<file path="src/rtl/bin2bcd_seq_if.sv">
// Handshake and result bundle between the time counters and the 7-segment driver.
// The master drives the binary value in; the slave returns the latched BCD result.
interface bin2bcd_seq_if #(
  parameter int unsigned IN_W   = 7,
  parameter int unsigned DIGITS = 2
);
  logic                  in_valid;
  logic                  in_ready;
  logic [IN_W-1:0]       in_bin;
  logic                  out_valid;
  logic [4*DIGITS-1:0]   out_bcd;
  logic                  out_ovf;
  logic [DIGITS-1:0]     out_blank;

  modport master (
    output in_valid, in_bin,
    input  in_ready, out_valid, out_bcd, out_ovf, out_blank
  );

  modport slave (
    input  in_valid, in_bin,
    output in_ready, out_valid, out_bcd, out_ovf, out_blank
  );
endinterface

</file>
<file path="src/rtl/bin2bcd_seq.sv">
// Sequential double-dabble binary-to-BCD converter, one input bit per clock,
// with overflow saturation and per-digit leading-zero blanking.
module bin2bcd_seq #(
  parameter int unsigned IN_W   = 7,
  parameter int unsigned DIGITS = 2
) (
  input  logic         clk,
  input  logic         rst,
  bin2bcd_seq_if.slave bus
);

  localparam int unsigned BCD_W = 4 * DIGITS;
  localparam int unsigned CNT_W = $clog2(IN_W + 1);

  localparam logic [0:0] IDLE  = 1'b0;
  localparam logic [0:0] SHIFT = 1'b1;

  localparam logic [BCD_W-1:0]  ALL_NINES = {DIGITS{4'h9}};
  localparam logic [DIGITS-1:0] BLANK_RST = ~DIGITS'(1);

  logic [0:0]        state, state_nxt;
  logic [IN_W-1:0]   sr, sr_nxt;
  logic [BCD_W-1:0]  acc, acc_nxt;
  logic              sticky, sticky_nxt;
  logic [CNT_W-1:0]  cnt, cnt_nxt;

  logic              out_valid_q, out_valid_nxt;
  logic [BCD_W-1:0]  out_bcd_q, out_bcd_nxt;
  logic              out_ovf_q, out_ovf_nxt;
  logic [DIGITS-1:0] out_blank_q, out_blank_nxt;

  logic [BCD_W-1:0]  adj;
  logic [BCD_W-1:0]  sh_acc;
  logic [IN_W-1:0]   sh_sr;
  logic              sh_out;
  logic              ovf_fin;

  // Bit i set when digit i and every digit above it are zero; digit 0 always shown.
  function automatic logic [DIGITS-1:0] blank_of(input logic [BCD_W-1:0] bcd);
    logic              nz;
    logic [DIGITS-1:0] b;
    nz = 1'b0;
    b  = '0;
    for (int i = DIGITS - 1; i >= 0; i--) begin
      nz   = nz | (bcd[4*i +: 4] != 4'd0);
      b[i] = ~nz;
    end
    b[0] = 1'b0;
    return b;
  endfunction

  // Add-3 on each digit >= 5; the result never exceeds 4'hC so no inter-digit carry.
  always_comb begin
    adj = acc;
    for (int i = 0; i < DIGITS; i++) begin
      if (acc[4*i +: 4] >= 4'd5) adj[4*i +: 4] = acc[4*i +: 4] + 4'd3;
    end
  end

  assign sh_out  = adj[BCD_W-1];
  assign sh_acc  = {adj[BCD_W-2:0], sr[IN_W-1]};
  assign sh_sr   = sr << 1;
  assign ovf_fin = sticky | sh_out;

  always_ff @(posedge clk) begin
    if (rst) begin
      state       <= IDLE;
      sr          <= '0;
      acc         <= '0;
      sticky      <= 1'b0;
      cnt         <= '0;
      out_valid_q <= 1'b0;
      out_bcd_q   <= '0;
      out_ovf_q   <= 1'b0;
      out_blank_q <= BLANK_RST;
    end else begin
      state       <= state_nxt;
      sr          <= sr_nxt;
      acc         <= acc_nxt;
      sticky      <= sticky_nxt;
      cnt         <= cnt_nxt;
      out_valid_q <= out_valid_nxt;
      out_bcd_q   <= out_bcd_nxt;
      out_ovf_q   <= out_ovf_nxt;
      out_blank_q <= out_blank_nxt;
    end
  end

  always_comb begin
    state_nxt     = state;
    sr_nxt        = sr;
    acc_nxt       = acc;
    sticky_nxt    = sticky;
    cnt_nxt       = cnt;
    out_valid_nxt = 1'b0;
    out_bcd_nxt   = out_bcd_q;
    out_ovf_nxt   = out_ovf_q;
    out_blank_nxt = out_blank_q;

    case (state)
      IDLE: begin
        if (bus.in_valid) begin
          sr_nxt     = bus.in_bin;
          acc_nxt    = '0;
          sticky_nxt = 1'b0;
          cnt_nxt    = CNT_W'(IN_W);
          state_nxt  = SHIFT;
        end
      end
      SHIFT: begin
        sr_nxt     = sh_sr;
        acc_nxt    = sh_acc;
        sticky_nxt = ovf_fin;
        cnt_nxt    = cnt - CNT_W'(1);
        // Final bit: latch the post-shift result, saturating on overflow.
        if (cnt == CNT_W'(1)) begin
          state_nxt     = IDLE;
          out_valid_nxt = 1'b1;
          out_ovf_nxt   = ovf_fin;
          out_bcd_nxt   = ovf_fin ? ALL_NINES : sh_acc;
          out_blank_nxt = blank_of(out_bcd_nxt);
        end
      end
      default: state_nxt = IDLE;
    endcase
  end

  assign bus.in_ready  = (state == IDLE) & ~rst;
  assign bus.out_valid = out_valid_q;
  assign bus.out_bcd   = out_bcd_q;
  assign bus.out_ovf   = out_ovf_q;
  assign bus.out_blank = out_blank_q;

endmodule

</file>
<file path="src/flat_wrapper.sv">
// flat-port wrapper written by rule: the top's interface ports become plain ports
module bin2bcd_seq_flat 
#(
  parameter int unsigned IN_W   = 7,
  parameter int unsigned DIGITS = 2
)
  (clk, rst, bus_in_valid, bus_in_bin, bus_in_ready, bus_out_valid, bus_out_bcd, bus_out_ovf, bus_out_blank);
  bin2bcd_seq_if #(.IN_W(IN_W), .DIGITS(DIGITS)) bus_i ();
  input  logic clk;
  input  logic rst;
  input wire logic [$bits(bus_i.in_valid)-1:0] bus_in_valid;
  input wire logic [$bits(bus_i.in_bin)-1:0] bus_in_bin;
  output wire logic [$bits(bus_i.in_ready)-1:0] bus_in_ready;
  output wire logic [$bits(bus_i.out_valid)-1:0] bus_out_valid;
  output wire logic [$bits(bus_i.out_bcd)-1:0] bus_out_bcd;
  output wire logic [$bits(bus_i.out_ovf)-1:0] bus_out_ovf;
  output wire logic [$bits(bus_i.out_blank)-1:0] bus_out_blank;
  assign bus_i.in_valid = bus_in_valid;
  assign bus_i.in_bin = bus_in_bin;
  assign bus_in_ready = bus_i.in_ready;
  assign bus_out_valid = bus_i.out_valid;
  assign bus_out_bcd = bus_i.out_bcd;
  assign bus_out_ovf = bus_i.out_ovf;
  assign bus_out_blank = bus_i.out_blank;
  bin2bcd_seq #(.IN_W(IN_W), .DIGITS(DIGITS)) u_core (.clk(clk), .rst(rst), .bus(bus_i));
endmodule
</file>
<file path="config.mk">
export PLATFORM = sky130hd
export DESIGN_NAME = bin2bcd_seq_flat
export DESIGN_NICKNAME = d
export VERILOG_FILES = /design/src/rtl/bin2bcd_seq_if.sv /design/src/rtl/bin2bcd_seq.sv /design/src/flat_wrapper.sv
export SDC_FILE = /design/constraint.sdc
export NUM_CORES = 1
export LEC_CHECK = 0
export BUFFER_PORTS_ARGS = -buffer_cell sky130_fd_sc_hd__buf_4
export CAP_MARGIN = 20
export CORE_MARGIN = 3
export CORE_UTILIZATION = 55
export CTS_CLUSTER_SIZE = 10
export DETAILED_ROUTE_END_ITERATION = 7
export HOLD_SLACK_MARGIN = 0.03
export PLACE_DENSITY = 0.84
export SKIP_LAST_GASP = 1
export SLEW_MARGIN = 40
export SYNTH_ARGS = -nofsm -noshare
export SYNTH_HDL_FRONTEND = slang
export SYNTH_SLANG_ARGS = --single-unit
</file>
<file path="constraint.sdc">
create_clock -name clk -period 2.39 [get_ports clk]
set_clock_uncertainty 0.05 [all_clocks]
set_input_delay 0 -clock clk [delete_from_list [all_inputs] [get_ports clk]]
set_output_delay 0 -clock clk [all_outputs]
set_load 0.03 [all_outputs]
</file>
==> results.py, run 1 <==
metrics = {
    "worst_setup_path": {
        "startpoint_type": "flip-flop",
        "crit_required_ns": 2.58,
        "critical-path-max-stage-delay_ns": 0.61,
        "cp_slowest_cell": "or4_1",
        "cp_cell_sequence": "inv_1 > ha_1 > nand2b_1 > nor3b_1 > or4_1 > o41ai_2",
        "path_class": "reg -> reg",
        "worstSetupEndpointType": "flip-flop",
        "crit_family": "simple AND/OR/NAND/NOR gates",
        "crit_arrival_ns": 2.37,
        "cp.buffers_inverters": 1,
        "cp_max_fo": 7,
    },
    "place": {
        "hpwl_mm": 2.29,
        "portBuffers": 21,
        "routabilityCongestion": 0.843,
        "place_area_um2": 1670,
        "dp_slack_ns": 0.252,
    },
    "cells_and_area": {
        "stdcell_area_um2": 1800,
        "antenna_cells": 0,
        "seqCellArea_um2": 621,
        "nNetsFinal": 223,
        "multi_input_area_um2": 796,
        "drive_above_1_share": 0.159,
        "syn_to_final_growth_pct": 18.2,
        "final_util": 0.706,
        "nFillCells": 200,
    },
    "pwr": {
        "ir_drop_v": 0.000478,
        "leakage_uw": 0.000780,
        "p_per_area_nw_per_um2": 542,
    },
    "synth": {
        "postSynthCellCount": 185,
        "synth_seq_cells": 31,
        "synth_cell_types": 39,
        "synth_area_per_cell_um2": 8.22,
        "ys.warnings.count": 0,
        "syn_area_um2": 1520,
        "ys_seq_area_frac": 0.408,
        "syn_nets": 201,
    },
    "routing": {
        "first_pass_iters": 4,
        "drtIter0Drc": 59,
        "viasPerCell": 5.76,
        "drt-wirelength-per-cell_um": 14.1,
        "num_vias": 1371,
        "totalWireLength_mm": 3.36,
        "postRouteAntennaNets": 0,
        "drc_errors": 0,
    },
    "sta": {
        "fin_crit_sh": 0.910,
        "timing.final.ws_setup_ns": 0.215,
        "final-hold-violation-count": 0,
        "slew_violations": 0,
        "max_freq_mhz": 460,
        "rsz0062_at_grt": "no",
        "final.setup.tns_ns": 0,
        "setup_viol": 0,
        "fin_hold_ws_ns": 0.0381,
        "relSlewSlack": 0.653,
        "worst_pin_slew_ns": 0.516,
        "fin_crit_ns": 2.18,
    },
    "clock_network": {
        "clock_sinks": 31,
        "cts_tree": "yes",
        "clock_latency_ns": 0.33,
        "clock_path_buffers": 2,
        "cts.clk_slew.worst_paths_ns": 0.09,
        "clockRootBuffer": "clkbuf_4",
        "htree_levels": 2,
        "cts_resized": 0,
        "numCtsBuffers": 5,
        "post_cts.repair.setup_buffers": 0,
    },
    "global_routing": {
        "first_global_vias": 1356,
        "gr-usage-all-layers": 0.224,
        "grt_max_degree": 40,
        "grt_pass1_wl_mm": 5.80,
        "gr-total-overflow": 0,
        "antenna_found_initial": 0,
    },
    "floorplanning": {
        "dieArea_um2": 3430,
        "die_y_um": 58.6,
        "die_x_um": 58.6,
        "core-area_um2": 2540,
        "rows": 18,
        "start_util": 0.598,
        "io_pins": 23,
    },
    "run": {
        "cap_violations": 0,
    },
    "status": {
        "status": "finished, final reports clean",
    },
    "min_path": {
        "hold_path_class": "in -> reg",
    },
}
==> synth_stat cells <==
master,instances,area (µm²)
dfxtp_1,31,621
nor2_1,27,101
a21oi_1,12,60.1
clkbuf_1,10,37.5
inv_1,9,33.8
nor3_1,9,45.0
o21ai_0,9,45.0
nand2_1,8,30.0
mux2i_1,7,70.1
nand3_1,7,35.0
ha_1,6,75.1
a31oi_1,5,31.3
a211o_1,4,35.0
nor3b_1,4,30.0
buf_1,3,11.3
buf_2,3,15.0
nand2b_1,3,18.8
a211oi_1,2,15.0
a21o_1,2,15.0
a2bb2oi_1,2,17.5
a311oi_1,2,17.5
and2_1,2,12.5
o221a_1,2,22.5
a2111oi_0,1,8.76
a32oi_1,1,8.76
a41o_1,1,10.0
a41oi_1,1,8.76
and2_0,1,6.26
and3_1,1,6.26
buf_4,1,7.51
conb_1,1,3.75
nor2b_1,1,6.26
nor4_1,1,6.26
o221a_2,1,11.3
o41ai_2,1,16.3
or2_0,1,6.26
or2_2,1,6.26
or3_1,1,6.26
or4_1,1,7.51
==> path summary, 6_finish.rpt <==
check / end / slack (ns) / start / depth (start not counted)
min reg2reg: u_core.bus.out_bcd[5] / 0.44 / u_core.bus.out_bcd[5] / 2
min: u_core.sr[2] / 0.04 / bus_in_bin[2] / 5
max: u_core.bus.out_blank[1] / 0.21 / u_core.acc[5] / 6
max reg2reg: u_core.bus.out_blank[1] / 0.21 / u_core.acc[5] / 6
==> per-stage QoR <==
step	std cells	power [µW]
3_3_place_gp	222	683
6_report	238	974
5_1_grt	238	1020
2_1_floorplan	185	651
3_5_place_dp	222	690
4_1_cts	238	979
==> report_power, final <==
group | switching [µW] | internal [µW]
logic | 80.5 | 59.1
clock network | 171 | 114
registers | 12.7 | 536
==> cell type report <==
cell class              count  share of cell area
multi-input cells         128               0.443
clock inverters             1             0.00278
repair buffers             32               0.145
well taps                  30              0.0209
inverters                   9              0.0188
flip-flops and latches     31               0.345
clock buffers               7              0.0251
==> metal layers <==
layer  track usage  vias up  share of wire
met4         0.120        0          0.023
met2         0.386       44           0.49
li1              -      694              -
met3        0.0461        8          0.058
met1         0.258      625           0.43
met5             0        -              0
==> registers in the layout, indices dropped and copies added (netlist names) <==
name and cells:
u_core.bus.out_valid 1, u_core.sr 7, u_core.sticky 1, u_core.bus.out_ovf 1, u_core.bus.out_bcd 8, u_core.acc 8, u_core.state 1, u_core.bus.out_blank 1
u_core.cnt 3
==> worst register-to-register path: stages (launching register included) <==
cell	delay [ns]
dfxtp_1	0.39
inv_1	0.09
ha_1	0.18
nand2b_1	0.23
nor3b_1	0.20
or4_1	0.61
o41ai_2	0.33
==> cells in the final DEF (no fill, tap or decap), drive strengths merged, types with 8 or more instances in the layout <==
master	n
o21ai	9
inv	9
a21oi	12
dlygate4sd3	8
buf	24
dfxtp	31
nor2	27
nor3	9
nand2	8
==> repair_timing <==
item                                   in CTS  in global routing
endpoints found under the hold margin      24                  0
setup endpoints to repair                   0                  0
hold buffers                                8                  0
==> cells by family (layout without fill, tap and decap cells) <==
kind of cell,Yosys count,count (layout),share of synthesized area
buffers and inverters,26,49,0.0691
other,1,1,0.00246
flip-flops,31,31,0.408
AND/OR/NAND/NOR,68,68,0.213
multiplexers,7,7,0.0461
adder cells (fa/ha/maj),6,6,0.0493
AO/OA/AOI/OAI,46,46,0.212
Note: power is estimated with default switching activity, not from simulation.
==> run 2, diff against run 1 <==
==> constraint.sdc (replaced) <==
create_clock -name clk -period 2.39 [get_ports clk]
set_clock_uncertainty 0.05 [all_clocks]
set_input_delay 0.3585 -clock clk [delete_from_list [all_inputs] [get_ports clk]]
set_output_delay 0.3585 -clock clk [all_outputs]
set_load 0.03 [all_outputs]
==> run 2 against run 1 <==
Against the previous run:
- clock-buffer cell count is the same
- die area is the same
- first-iteration DRC count shrank 10%
- critical path type unchanged
- highest routed layer unchanged
==> results.py, run 2 (synthesized netlist as in run 1, its figures left out) <==
metrics = {
    "status": {
        "status": "finished, final reports clean",
    },
    "routing": {
        "drc_errors": 0,
        "postRouteAntennaNets": 0,
        "num_vias": 1350,
        "drtIter0Drc": 53,
        "viasPerCell": 5.87,
        "totalWireLength_mm": 3.29,
        "drt-wirelength-per-cell_um": 14.3,
        "first_pass_iters": 4,
    },
    "cells_and_area": {
        "drive_above_1_share": 0.165,
        "layout_common_cells": "dfxtp_1 (31), nor2_1 (27), buf_4 (24), a21oi_1 (12)",
        "antenna_cells": 0,
        "syn_to_final_growth_pct": 12.9,
        "layout_commonest_cell": "dfxtp_1",
        "nFillCells": 212,
        "stdcell_area_um2": 1720,
        "nNetsFinal": 215,
    },
    "clock_network": {
        "hold_buffers": 0,
        "numCtsBuffers": 5,
        "htree_levels": 2,
        "clock_path_buffers": 2,
        "post_cts.repair.setup_buffers": 0,
        "clock_latency_ns": 0.33,
        "cts.clk_slew.worst_paths_ns": 0.09,
        "cts_tree": "yes",
        "clockRootBuffer": "clkbuf_4",
        "cts_resized": 0,
        "clock_sinks": 31,
    },
    "min_path": {
        "hold_path_class": "in -> reg",
    },
    "floorplanning": {
        "start_util": 0.598,
        "die_y_um": 58.6,
        "die_x_um": 58.6,
        "core-area_um2": 2540,
        "io_pins": 23,
        "dieArea_um2": 3430,
        "rows": 18,
    },
    "sta": {
        "fin_crit_sh": 0.909,
        "final-hold-violation-count": 0,
        "relSlewSlack": 0.653,
        "final.setup.tns_ns": 0,
        "setup_viol": 0,
        "slew_violations": 0,
        "fin_crit_ns": 2.17,
        "fin_hold_ws_ns": 0.265,
        "max_freq_mhz": 460,
        "worst_pin_slew_ns": 0.515,
        "rsz0062_at_grt": "no",
    },
    "place": {
        "routabilityCongestion": 0.843,
        "portBuffers": 21,
        "place_area_um2": 1670,
        "hpwl_mm": 2.29,
    },
    "pwr": {
        "pwr-share-clk": 0.297,
        "pwr-share-comb": 0.133,
        "internal-power_uw": 701,
        "seq_power_share": 0.570,
        "p_per_area_nw_per_um2": 561,
        "switching_power_uw": 263,
        "swShare": 0.273,
        "leakage_uw": 0.000743,
        "ir_drop_v": 0.000472,
    },
    "worst_setup_path": {
        "cp_slowest_cell": "or4_1",
        "critical-path-max-stage-delay_ns": 0.61,
        "cp_cell_sequence": "inv_1 > ha_1 > nand2b_1 > nor3b_1 > or4_1 > o41ai_2",
        "crit_required_ns": 2.58,
        "crit_arrival_ns": 2.36,
        "worstSetupEndpointType": "flip-flop",
        "cp.buffers_inverters": 1,
        "rrSetupSlack_ns": 0.22,
        "cp_max_fo": 7,
        "path_class": "reg -> reg",
        "startpoint_type": "flip-flop",
        "crit_family": "simple AND/OR/NAND/NOR gates",
    },
    "global_routing": {
        "grt_max_degree": 40,
        "grt_pass1_wl_mm": 5.64,
        "gr-usage-all-layers": 0.218,
        "first_global_vias": 1313,
        "gr-total-overflow": 0,
        "antenna_found_initial": 0,
    },
    "run": {
        "cap_violations": 0,
    },
}
## run 2: cell types whose count changed in the layout (fill, tap and decap cells not counted), sizes merged
cell / previous run / this run
dlygate4sd3: 8 / 0
## run 2: area by class of cell
type | count | area [µm²] | area share
inverters | 9 | 33.8 | 0.0197
clock buffers | 7 | 45.0 | 0.0262
well taps | 30 | 37.5 | 0.0218
flip-flops and latches | 31 | 621 | 0.361
clock inverters | 1 | 5.00 | 0.00291
multi-input cells | 128 | 796 | 0.463
repair buffers | 24 | 180 | 0.105
## run 2: worst paths after layout
| path | endpoint | cells past startpoint | start |
|---|---|---|---|
| setup / recovery | u_core.bus.out_blank[1] | 6 | u_core.acc[5] |
| hold / removal | u_core.sr[0] | 3 | bus_in_bin[0] |
| setup reg to reg | u_core.bus.out_blank[1] | 6 | u_core.acc[5] |
| hold reg to reg | u_core.bus.out_bcd[5] | 2 | u_core.bus.out_bcd[5] |
## run 2: worst min-delay path, stage by stage
cell and delay (ns):
buf_4 0.07, mux2i_1 0.05, nor3_1 0.12
## run 2: metal layers
metal	vias to the layer above	track usage	wire length, µm
met3	8	0.0504	225
met5	-	0	0
met4	0	0.120	87
met2	46	0.370	1550
li1	677	-	-
met1	619	0.253	1430
## run 2: power by group through the flow
stage                     Sequential (µW)  Clock, µW  Combinational (µW)
after floorplan                       569          0                82.3
after global placement                560          0                 122
after detailed placement              562          0                 129
after CTS                             549        291                 129
after global routing                  552        313                 145
final                                 549        287                 129
## run 2: stage by stage
| step | total power (µW) | utilization | worst slack, ns | std cells |
|---|---|---|---|---|
| 6_report | 964 | 0.675 | 0.218 | 230 |
| 5_1_grt | 1010 | 0.675 | 0.0856 | 230 |
| 4_1_cts | 969 | 0.675 | 0.236 | 230 |
| 3_5_place_dp | 690 | 0.655 | 0.252 | 222 |
| 3_3_place_gp | 683 | 0.655 | 0.354 | 222 |
| 2_1_floorplan | 651 | - | 0.420 | 185 |
